==> src/rtl/prog_load_arb.sv <==
// UART program loader sharing one memory port with the CPU. In RUN the CPU
// owns the port. In the programming states the CPU is stalled and received
// bytes are packed little-endian into 32-bit words and written sequentially
// from address 0. A load ends on start_pg low, an idle timeout, or when the
// memory is full.
module prog_load_arb #(
  parameter int ADDR_W  = 14,
  parameter int IDLE_TO = 1000000
) (
  input  logic              clk,
  input  logic              rst,
  input  logic              start_pg,
  input  logic              rx_valid,
  input  logic [7:0]        rx_data,
  input  logic              cpu_mem_req,
  input  logic              cpu_mem_we,
  input  logic [ADDR_W-1:0] cpu_mem_addr,
  input  logic [31:0]       cpu_mem_wdata,
  output logic              mem_en,
  output logic              mem_we,
  output logic [ADDR_W-1:0] mem_addr,
  output logic [31:0]       mem_wdata,
  output logic              cpu_stall,
  output logic              prog_busy,
  output logic              program_off,
  output logic              uart_write_en,
  output logic [ADDR_W:0]   word_count,
  output logic              prog_overflow
);

  localparam int IDLE_W = $clog2(IDLE_TO) + 1;
  localparam logic [IDLE_W-1:0] IDLE_LAST = IDLE_W'(IDLE_TO - 1);
  localparam logic [IDLE_W-1:0] IDLE_ONE  = {{(IDLE_W-1){1'b0}}, 1'b1};
  localparam logic [ADDR_W:0]   WORD_LAST = {1'b0, {ADDR_W{1'b1}}};
  localparam logic [ADDR_W:0]   WORD_ONE  = {{ADDR_W{1'b0}}, 1'b1};

  typedef enum logic [2:0] {RUN, PG_WAIT, PG_RX, PG_WR, PG_DONE} state_t;

  state_t            state;
  state_t            next_state;
  logic [1:0]        byte_idx;
  logic [IDLE_W-1:0] idle_cnt;
  logic [31:0]       word_buf;
  logic [31:0]       wr_word;
  logic              final_wr;
  logic              end_load;
  logic              wr_last;
  logic              wr_take;

  // The load ends when no byte arrives and either start_pg has dropped or the
  // idle counter is about to reach IDLE_TO-1.
  assign end_load  = !rx_valid && (!start_pg || ((idle_cnt + IDLE_ONE) == IDLE_LAST));
  // The write in progress fills the last memory word.
  assign wr_last   = (word_count == WORD_LAST);
  // A byte arriving during a write starts the next word unless the load is over.
  assign wr_take   = rx_valid && !wr_last && !final_wr;
  assign prog_busy = (state != RUN);

  // State register.
  always_ff @(posedge clk or negedge rst) begin
    if (!rst) state <= RUN;
    else      state <= next_state;
  end

  // Next-state decode and shared memory port mux.
  always_comb begin
    next_state    = state;
    mem_en        = 1'b0;
    mem_we        = 1'b0;
    mem_addr      = '0;
    mem_wdata     = '0;
    cpu_stall     = 1'b1;
    uart_write_en = 1'b0;
    case (state)
      RUN: begin
        mem_en    = cpu_mem_req;
        mem_we    = cpu_mem_req & cpu_mem_we;
        mem_addr  = cpu_mem_addr;
        mem_wdata = cpu_mem_wdata;
        cpu_stall = 1'b0;
        if (start_pg) next_state = PG_WAIT;
      end
      PG_WAIT: begin
        if (!start_pg)     next_state = PG_DONE;
        else if (rx_valid) next_state = PG_RX;
      end
      PG_RX: begin
        if (rx_valid) begin
          if (byte_idx == 2'd3) next_state = PG_WR;
        end else if (end_load) begin
          next_state = (byte_idx != 2'd0) ? PG_WR : PG_DONE;
        end
      end
      PG_WR: begin
        mem_en        = 1'b1;
        mem_we        = 1'b1;
        mem_addr      = word_count[ADDR_W-1:0];
        mem_wdata     = wr_word;
        uart_write_en = 1'b1;
        next_state    = (wr_last || final_wr) ? PG_DONE : PG_RX;
      end
      PG_DONE: next_state = RUN;
      default: next_state = RUN;
    endcase
  end

  // Loader datapath: byte assembly, idle timer, word counter and status flags.
  always_ff @(posedge clk or negedge rst) begin
    if (!rst) begin
      word_count    <= '0;
      byte_idx      <= '0;
      idle_cnt      <= '0;
      word_buf      <= '0;
      wr_word       <= '0;
      final_wr      <= 1'b0;
      program_off   <= 1'b0;
      prog_overflow <= 1'b0;
    end else begin
      case (state)
        RUN: begin
          if (start_pg) begin
            word_count    <= '0;
            byte_idx      <= '0;
            idle_cnt      <= '0;
            word_buf      <= '0;
            final_wr      <= 1'b0;
            program_off   <= 1'b0;
            prog_overflow <= 1'b0;
          end
        end
        PG_WAIT: begin
          if (start_pg && rx_valid) begin
            word_buf[7:0] <= rx_data;
            byte_idx      <= 2'd1;
            idle_cnt      <= '0;
          end
        end
        PG_RX: begin
          if (rx_valid) begin
            idle_cnt <= '0;
            byte_idx <= byte_idx + 2'd1;
            if (byte_idx == 2'd3) begin
              wr_word  <= {rx_data, word_buf[23:0]};
              word_buf <= '0;
            end else begin
              word_buf[{byte_idx, 3'b000} +: 8] <= rx_data;
            end
          end else if (end_load) begin
            if (byte_idx != 2'd0) begin
              wr_word  <= word_buf;
              word_buf <= '0;
              byte_idx <= '0;
              final_wr <= 1'b1;
            end
          end else begin
            idle_cnt <= idle_cnt + IDLE_ONE;
          end
        end
        PG_WR: begin
          word_count <= word_count + WORD_ONE;
          if (wr_last) prog_overflow <= 1'b1;
          if (wr_take) begin
            word_buf[7:0] <= rx_data;
            byte_idx      <= 2'd1;
            idle_cnt      <= '0;
          end
        end
        PG_DONE: begin
          program_off <= 1'b1;
          final_wr    <= 1'b0;
        end
        default: ;
      endcase
    end
  end

endmodule

==> config.mk <==
export PLATFORM = sky130hd
export DESIGN_NAME = prog_load_arb
export DESIGN_NICKNAME = d
export VERILOG_FILES = /design/src/rtl/prog_load_arb.sv
export SDC_FILE = /design/constraint.sdc
export NUM_CORES = 1
export LEC_CHECK = 0
export BUFFER_PORTS_ARGS = -buffer_cell sky130_fd_sc_hd__clkbuf_2
export CORE_MARGIN = 1.5
export CORE_UTILIZATION = 59
export CTS_CLUSTER_DIAMETER = 30
export DETAILED_ROUTE_END_ITERATION = 16
export GPL_ROUTABILITY_DRIVEN = 0
export PLACE_DENSITY = 0.88
export SLEW_MARGIN = 10
export SYNTH_ARGS = -nofsm -noshare
export SYNTH_HDL_FRONTEND = slang
export SYNTH_SLANG_ARGS = --single-unit
==> constraint.sdc <==
create_clock -name clk -period 4.8 [get_ports clk]
set_input_delay 0 -clock clk [delete_from_list [all_inputs] [get_ports clk]]
set_output_delay 0 -clock clk [all_outputs]
set_load 0.01 [all_outputs]
==> out/metrics.yaml, run 1 <==
timing:
  fin_crit_ns: 3.63
  post-route-period-util: 0.757
  maxSlewHeadroom: 0.268
  rsz0062_at_grt: "no"
  setup_viol: 0
  skew_ns: 0.0199
  final.setup.tns_ns: 0
  worstMarginPinSlew_ns: 1.09
  hold_violations: 0
  fmax_ghz: 0.275
  drv_slew: 0
route:
  drtIter0Drc: 361
  routed.top_layer: "met4"
  via_count: 5226
  met3_length_um: 865
  drc: 0
  via_per_inst: 6.34
  met2WireLength_mm: 7.26
  wl_mm: 15.0
  wl_met1_mm: 6.44
  ant_nets: 0
  drt-wirelength-per-cell_um: 18.2
  dr.pass1.iters: 5
cells_and_area:
  fill_cells: 669
  final_area_um2: 6850
  nNetsFinal: 754
  syn_to_final_growth_pct: 16.9
  drive_gt1_frac: 0.275
  fin_cells: 824
  diodes: 0
synth:
  synth_cell_type_count: 60
  synth_area_um2: 5860
  synth_flop_cell: "dfrtp_1"
  yosysTopAreaCell: "dfrtp_1"
  yosysWarnings: 0
  synth_area_leaders: "dfrtp_1 46%, a22o_1 11%, mux2_4 5.1%, o21ai_0 4.0%, nand2_1 2.5%"
  synth_seq_area_share: 0.461
  async_reset_ff_frac: 1.00
  synth_top_area_share: 0.461
  synth_fp_nets: 639
  synth_seq_cells: 108
  synth_edf_count: 0
  syn_avg_cell_area_um2: 10.3
  syn-instance-count: 571
outcome:
  outcome: "completed"
place:
  dp.final_hpwl_mm: 10.3
  port_buffers: 127
  dpl.cell_count: 799
  place_area_um2: 6550
clock_tree:
  cts.path.max_buffers: 2
  htree_levels: 3
  cts_root_buffer: "clkbuf_8"
  cts_sinks: 108
  cts_buffers: 9
  cts.clk_slew.worst_paths_ns: 0.11
  post_cts_buffers: 0
  cts_tree: "done"
  insertion_delay_ns: 0.40
critical_path:
  worstSetupStartpointType: "flop"
  cp-end-kind: "flop"
  startpoint: "idle_cnt[0]"
  cp.required_ns: 5.08
  max_stage_delay_ns: 0.49
  criticalPathCategory: "flop to flop"
  slowest_stage: "nand2_2"
  crit_fanout: 24
  r2r-end: "wr_word[23]"
  r2r_start: "idle_cnt[0]"
  worstPathArrival_ns: 3.92
  crit_path_cell_trace: "ha_1 > nand4_1 > nor3_2 > nand3_1 > a211oi_2 > a41oi_2 > o31ai_4 > buf_4 > nand2_2 > mux2_4"
  cp-endpoint: "wr_word[23]"
  regToRegSetupSlack_ns: 1.17
  reg2regPathDepth: 10
run:
  max_cap_viol_count: 0
floorplan:
  io_pins: 128
  dieArea_um2: 10500
  start_util: 0.606
  core-area_um2: 9680
  die_h_um: 103
  die_width_um: 103
  rows: 36
global_route:
  grt_pass1_wl_mm: 23.3
  first_global_vias: 4665
  overflow: 0
  antenna_found_initial: 0
  grt.total_usage: 0.288
  grt_max_degree: 63
power_and_ir_drop:
  pwr-share-comb: 0.435
  p_int_mw: 1.80
  cellPowerDensity_nw_per_um2: 460
  switchingPower_mw: 1.35
  switching_share: 0.429
  power_mw: 3.15
  p_seq_frac: 0.383
  leakagePower_nw: 3.39
  p_clk_frac: 0.182
  irDropWorstVdd_mv: 0.265
worst_hold_path:
  min_path_type: "input port to flop"
-- flip-flops by register name, indices dropped and copies added (netlist names) --
register	flops
byte_idx	2
final_wr	1
idle_cnt	21
prog_overflow	1
program_off	1
state	3
word_buf	32
word_count	15
wr_word	32
-- through the flow --
step	worst slack (ns)	hold WS [ns]	utilization
CTS	1.23	0.00816	0.708
floorplan	1.87	-0.296	-
finish	1.17	0.0403	0.708
global route	0.873	0.0467	0.708
global placement	1.43	0.114	0.676
detailed placement	1.25	0.133	0.676
-- area by class of cell --
class | count | area, um2 | share of cell area
multi-input combinational | 410 | 2940 | 0.428
timing repair buffer | 143 | 781 | 0.114
clock inverter | 7 | 91.3 | 0.0133
inverter | 14 | 52.6 | 0.00767
sequential | 108 | 2700 | 0.394
clock buffer | 9 | 124 | 0.0181
tap | 133 | 166 | 0.0243
-- worst min-delay path by stage --
stage               cells past startpoint  startpoint            to
floorplan                               0         rst   byte_idx[0]
global placement                        1         rst  idle_cnt[11]
detailed placement                      1         rst  idle_cnt[10]
CTS                                     2    start_pg      final_wr
global route                            2    start_pg      final_wr
finish                                  3    start_pg   idle_cnt[8]
-- power groups by stage --
stage	registers, mW	clock network, mW	logic, mW
after global routing	1.23	0.626	1.50
after floorplan	1.15	0	0.938
after detailed placement	1.21	0	1.34
after CTS	1.20	0.582	1.36
after global placement	1.21	0	1.29
final	1.21	0.574	1.37
-- cell usage in the layout (no fill, tap or decap), types with 3 or more instances in the layout --
master         Yosys  layout
clkbuf_2           1     126
dfrtp_1          108     108
a22o_1            72      72
o21ai_0           47      47
nand2_1           39      39
nand3_1           28      28
nor2_1            27      27
a21oi_1           21      21
mux2_4            20      20
a31oi_1           17      17
inv_1             14      13
nand4_1           12      12
mux2i_1           12      12
and2_1            10      10
clkbuf_8           0       9
dlygate4sd3_1      0       9
ha_1               8       8
buf_4              1       8
and3_1             6       6
nor3_1             7       6
o211ai_1           6       6
xor2_1             5       5
xnor2_1            5       5
mux2_2             5       5
nor2b_1            4       4
and4_1             4       4
a211oi_1           4       4
or3_1              4       4
o31ai_1            4       4
nand2b_1           3       3
nor3b_1            3       3
o21bai_1           3       3
or4_1              3       3
clkinv_8           0       3
-- cells by family (layout without fill, tap and decap cells) --
family / Yosys count / count (layout) / synth area share
buffers and inverters: 53 / 173 / 0.0393
multiplexers: 37 / 37 / 0.0813
adder cells (fa/ha/maj): 8 / 8 / 0.0171
XOR/XNOR: 10 / 10 / 0.0149
AND/OR/NAND/NOR: 164 / 164 / 0.153
flip-flops: 108 / 108 / 0.461
AO/OA/AOI/OAI: 191 / 191 / 0.234
-- what timing repair did --
item,4_1_cts,5_1_grt
hold buffers,9,0
endpoints found under the hold margin,88,0
resized for setup,0,0
-- critical path, delay by kind of cell (launching register included) --
family                   cells  cell delay [ns]
AO/OA/AOI/OAI                3             0.72
adder cells (fa/ha/maj)      1             0.31
AND/OR/NAND/NOR              4             1.29
flip-flops                   1             0.47
multiplexers                 1             0.49
buffers and inverters        1             0.25
-- layer usage --
layer | up-vias | global-route usage
met5 | - | 0
met4 | 0 | 0.120
met3 | 39 | 0.0441
met2 | 267 | 0.455
met1 | 2539 | 0.402
li1 | 2381 | -
-- Yosys cell counts, types with 2 or more instances --
cell type / number
and4_1: 4
buf_6: 2
nor4_2: 2
nand2b_1: 3
dfrtp_1: 108
nor3_1: 7
nor4_1: 2
nor3b_1: 3
and2_1: 10
or3_1: 4
o211ai_1: 6
mux2_4: 20
nor2b_1: 4
o21a_1: 2
nand3_1: 28
nor2_1: 27
nand4_1: 12
inv_1: 14
and3_1: 6
a41oi_1: 2
xor2_1: 5
o21bai_1: 3
or4_1: 3
nand2_1: 39
a21oi_1: 21
mux2_2: 5
o21ai_0: 47
a211oi_2: 2
xnor2_1: 5
buf_2: 9
mux2i_1: 12
a211oi_1: 4
buf_1: 6
o41ai_1: 2
a22o_1: 72
a31oi_1: 17
o31ai_1: 4
ha_1: 8
clkbuf_1: 20
No activity file was read; power rests on OpenSTA's default activity.
==> run 2, diff against run 1 <==
--- a/config.mk
+++ b/config.mk
@@ -5,13 +5,14 @@
 export SDC_FILE = /design/constraint.sdc
 export NUM_CORES = 1
 export LEC_CHECK = 0
+export ABC_AREA = 1
 export BUFFER_PORTS_ARGS = -buffer_cell sky130_fd_sc_hd__clkbuf_2
 export CORE_MARGIN = 1.5
-export CORE_UTILIZATION = 59
+export CORE_UTILIZATION = 50
 export CTS_CLUSTER_DIAMETER = 30
 export DETAILED_ROUTE_END_ITERATION = 16
 export GPL_ROUTABILITY_DRIVEN = 0
-export PLACE_DENSITY = 0.88
+export PLACE_DENSITY = 0.79
 export SLEW_MARGIN = 10
 export SYNTH_ARGS = -nofsm -noshare
 export SYNTH_HDL_FRONTEND = slang
==> constraint.sdc (replaced) <==
create_clock -name clk -period 3.25 [get_ports clk]
set_input_delay 0 -clock clk [delete_from_list [all_inputs] [get_ports clk]]
set_output_delay 0 -clock clk [all_outputs]
set_load 0.01 [all_outputs]
==> out/metrics.yaml, run 2 <==
route:
  drt-wirelength-per-cell_um: 13.9
  dr.pass1.iters: 5
  via_count: 5546
  ant_nets: 0
  via_per_inst: 5.30
  drc: 0
  drtIter0Drc: 421
  wl_mm: 14.5
cells_and_area:
  diodes: 0
  reg_top3: "word_buf (32), wr_word (32), idle_cnt (21)"
  final_area_um2: 7000
  syn_to_final_growth_pct: 18.9
  layout_commonest_cell: "nand2_1"
  drive_gt1_frac: 0.194
  nNetsFinal: 967
  layout_common_cells: "268 x nand2_1, 126 x clkbuf_2, 108 x dfrtp_1"
place:
  port_buffers: 127
  dp.final_hpwl_mm: 10.7
  place_area_um2: 6630
timing:
  rsz0062_at_grt: "no"
  final.setup.tns_ns: 0
  maxSlewHeadroom: 0.286
  worstMarginPinSlew_ns: 1.07
  fin_crit_ns: 2.59
  fmax_ghz: 0.386
  hold_violations: 0
  post-route-period-util: 0.797
  drv_slew: 0
  skew_ns: 0.00998
  setup_viol: 0
power_and_ir_drop:
  cellPowerDensity_nw_per_um2: 681
  leakagePower_nw: 3.66
  irDropWorstVdd_mv: 0.518
  power_mw: 4.77
synth:
  yosysTopAreaCell: "dfrtp_1"
  synth_area_um2: 5890
  synth_area_leaders: "dfrtp_1 46%, nand2_1 17%, nand3_1 6.6%, a22o_1 5.1%, inv_1 4.5%"
  synth_cell_type_count: 41
  synth_seq_cells: 108
  synth_common_cells: "268 x nand2_1, 108 x dfrtp_1, 78 x nand3_1"
  synth_fp_nets: 841
  yosys.cell_count.top_type: "nand2_1"
  synth_seq_area_share: 0.459
  synth_edf_count: 0
  syn-instance-count: 773
  synth_flop_cell: "dfrtp_1"
  synth_top_area_share: 0.459
  yosysWarnings: 0
  async_reset_ff_frac: 1.00
  syn_avg_cell_area_um2: 7.62
critical_path:
  r2r_start: "idle_cnt[1]"
  reg2regPathDepth: 15
  criticalPathCategory: "flop to flop"
  worstSetupStartpointType: "flop"
  worstPathArrival_ns: 2.88
  regToRegSetupSlack_ns: 0.66
  cp-end-kind: "flop"
  crit_fanout: 26
  r2r-end: "word_buf[1]"
  startpoint: "idle_cnt[1]"
  cp.required_ns: 3.54
  cp-endpoint: "word_buf[1]"
clock_tree:
  htree_levels: 3
  cts_resized: 0
  post_cts_buffers: 0
  cts.path.max_buffers: 2
  postCtsHoldBufs: 9
  cts_tree: "done"
  cts_sinks: 108
  cts_buffers: 9
  cts_root_buffer: "clkbuf_16"
  cts.clk_slew.worst_paths_ns: 0.07
  insertion_delay_ns: 0.35
global_route:
  met2_usage: 0.380
  first_global_vias: 4944
  grt.busiest_layer: "met2"
  grt_max_degree: 87
  grt.total_usage: 0.241
  antenna_found_initial: 0
  grtUsageMet1: 0.351
  gr-usage-met3: 0.0359
  overflow: 0
  grt_pass1_wl_mm: 24.5
floorplan:
  core-area_um2: 11500
  dieArea_um2: 12400
  die_h_um: 112
  start_util: 0.513
  die_width_um: 112
  rows: 39
  io_pins: 128
worst_hold_path:
  min_path_type: "input port to flop"
outcome:
  outcome: "completed"
run:
  max_cap_viol_count: 0
-- run 2: cell types whose count changed in the layout (fill, tap and decap cells not counted), sizes merged, moves of 15 or more --
cell   before  now
nand3      29   80
a31oi      17    1
inv        17   75
mux2       25    0
a22o       72   34
o21ai      48   63
nor2       27   59
nand2      40  275
a21oi      21    2
-- run 2: cell type report --
class	instances	area, um2
clock buffers	10	229
clock inverters	6	46.3
fillers	1005	4470
inverters	72	270
multi-input cells	563	2780
flip-flops and latches	108	2700
well taps	143	179
repair buffers	145	796
-- run 2: cell families (layout without fill, tap and decap cells) --
| group | count (synthesis) | after routing | share of synthesized area |
|---|---|---|---|
| adder cells (fa/ha/maj) | 8 | 8 | 0.0170 |
| flip-flops | 108 | 108 | 0.459 |
| AND/OR/NAND/NOR | 433 | 433 | 0.316 |
| XOR/XNOR | 8 | 8 | 0.0119 |
| AO/OA/AOI/OAI | 114 | 114 | 0.125 |
| buffers and inverters | 102 | 233 | 0.0712 |
-- run 2: routing by layer --
metal / wire length [um] / vias up
met5: 0 / -
met3: 887 / 10
met1: 6710 / 2551
met2: 6800 / 204
met4: 128 / 0
li1: - / 2781
-- run 2: worst max-delay path, cell delays in order (launching register included) --
cell and delay [ns]:
dfrtp_1 0.41, ha_1 0.23, nand2_1 0.08, nor2_2 0.15
nand2_1 0.14, o21bai_1 0.16, nand2_1 0.09, nor2_1 0.13
nand2_1 0.07, nor2_1 0.11, nand2_2 0.11, nand3_4 0.27
nand2_2 0.24, inv_2 0.18, nand3_1 0.10, nand2_1 0.08
-- run 2: where the power goes --
group          switching (mW)  leakage, nW  total, mW  internal, mW
logic                    1.37         2.04       2.06         0.692
clock network           0.502        0.135       1.03         0.528
registers               0.142         1.48       1.68          1.53
-- run 2: how the worst min path moves through the flow --
stage          cells after the start           to  startpoint
2_1_floorplan                      0  byte_idx[0]         rst
3_3_place_gp                       1   wr_word[8]         rst
3_5_place_dp                       1  wr_word[17]         rst
4_1_cts                            3     state[0]    start_pg
5_1_grt                            3     state[0]    start_pg
6_report                           3     state[0]    start_pg
-- run 2: per-stage QoR --
stage / hold slack (ns) / std cells / util / worst slack [ns]
after detailed placement: 0.253 / 1022 / 0.578 / 0.717
after CTS: 0.0519 / 1047 / 0.610 / 0.686
after global placement: 0.260 / 1022 / 0.578 / 0.808
final: 0.0636 / 1047 / 0.610 / 0.661
after global routing: 0.103 / 1047 / 0.610 / 0.353
after floorplan: -0.296 / 773 / - / 1.23
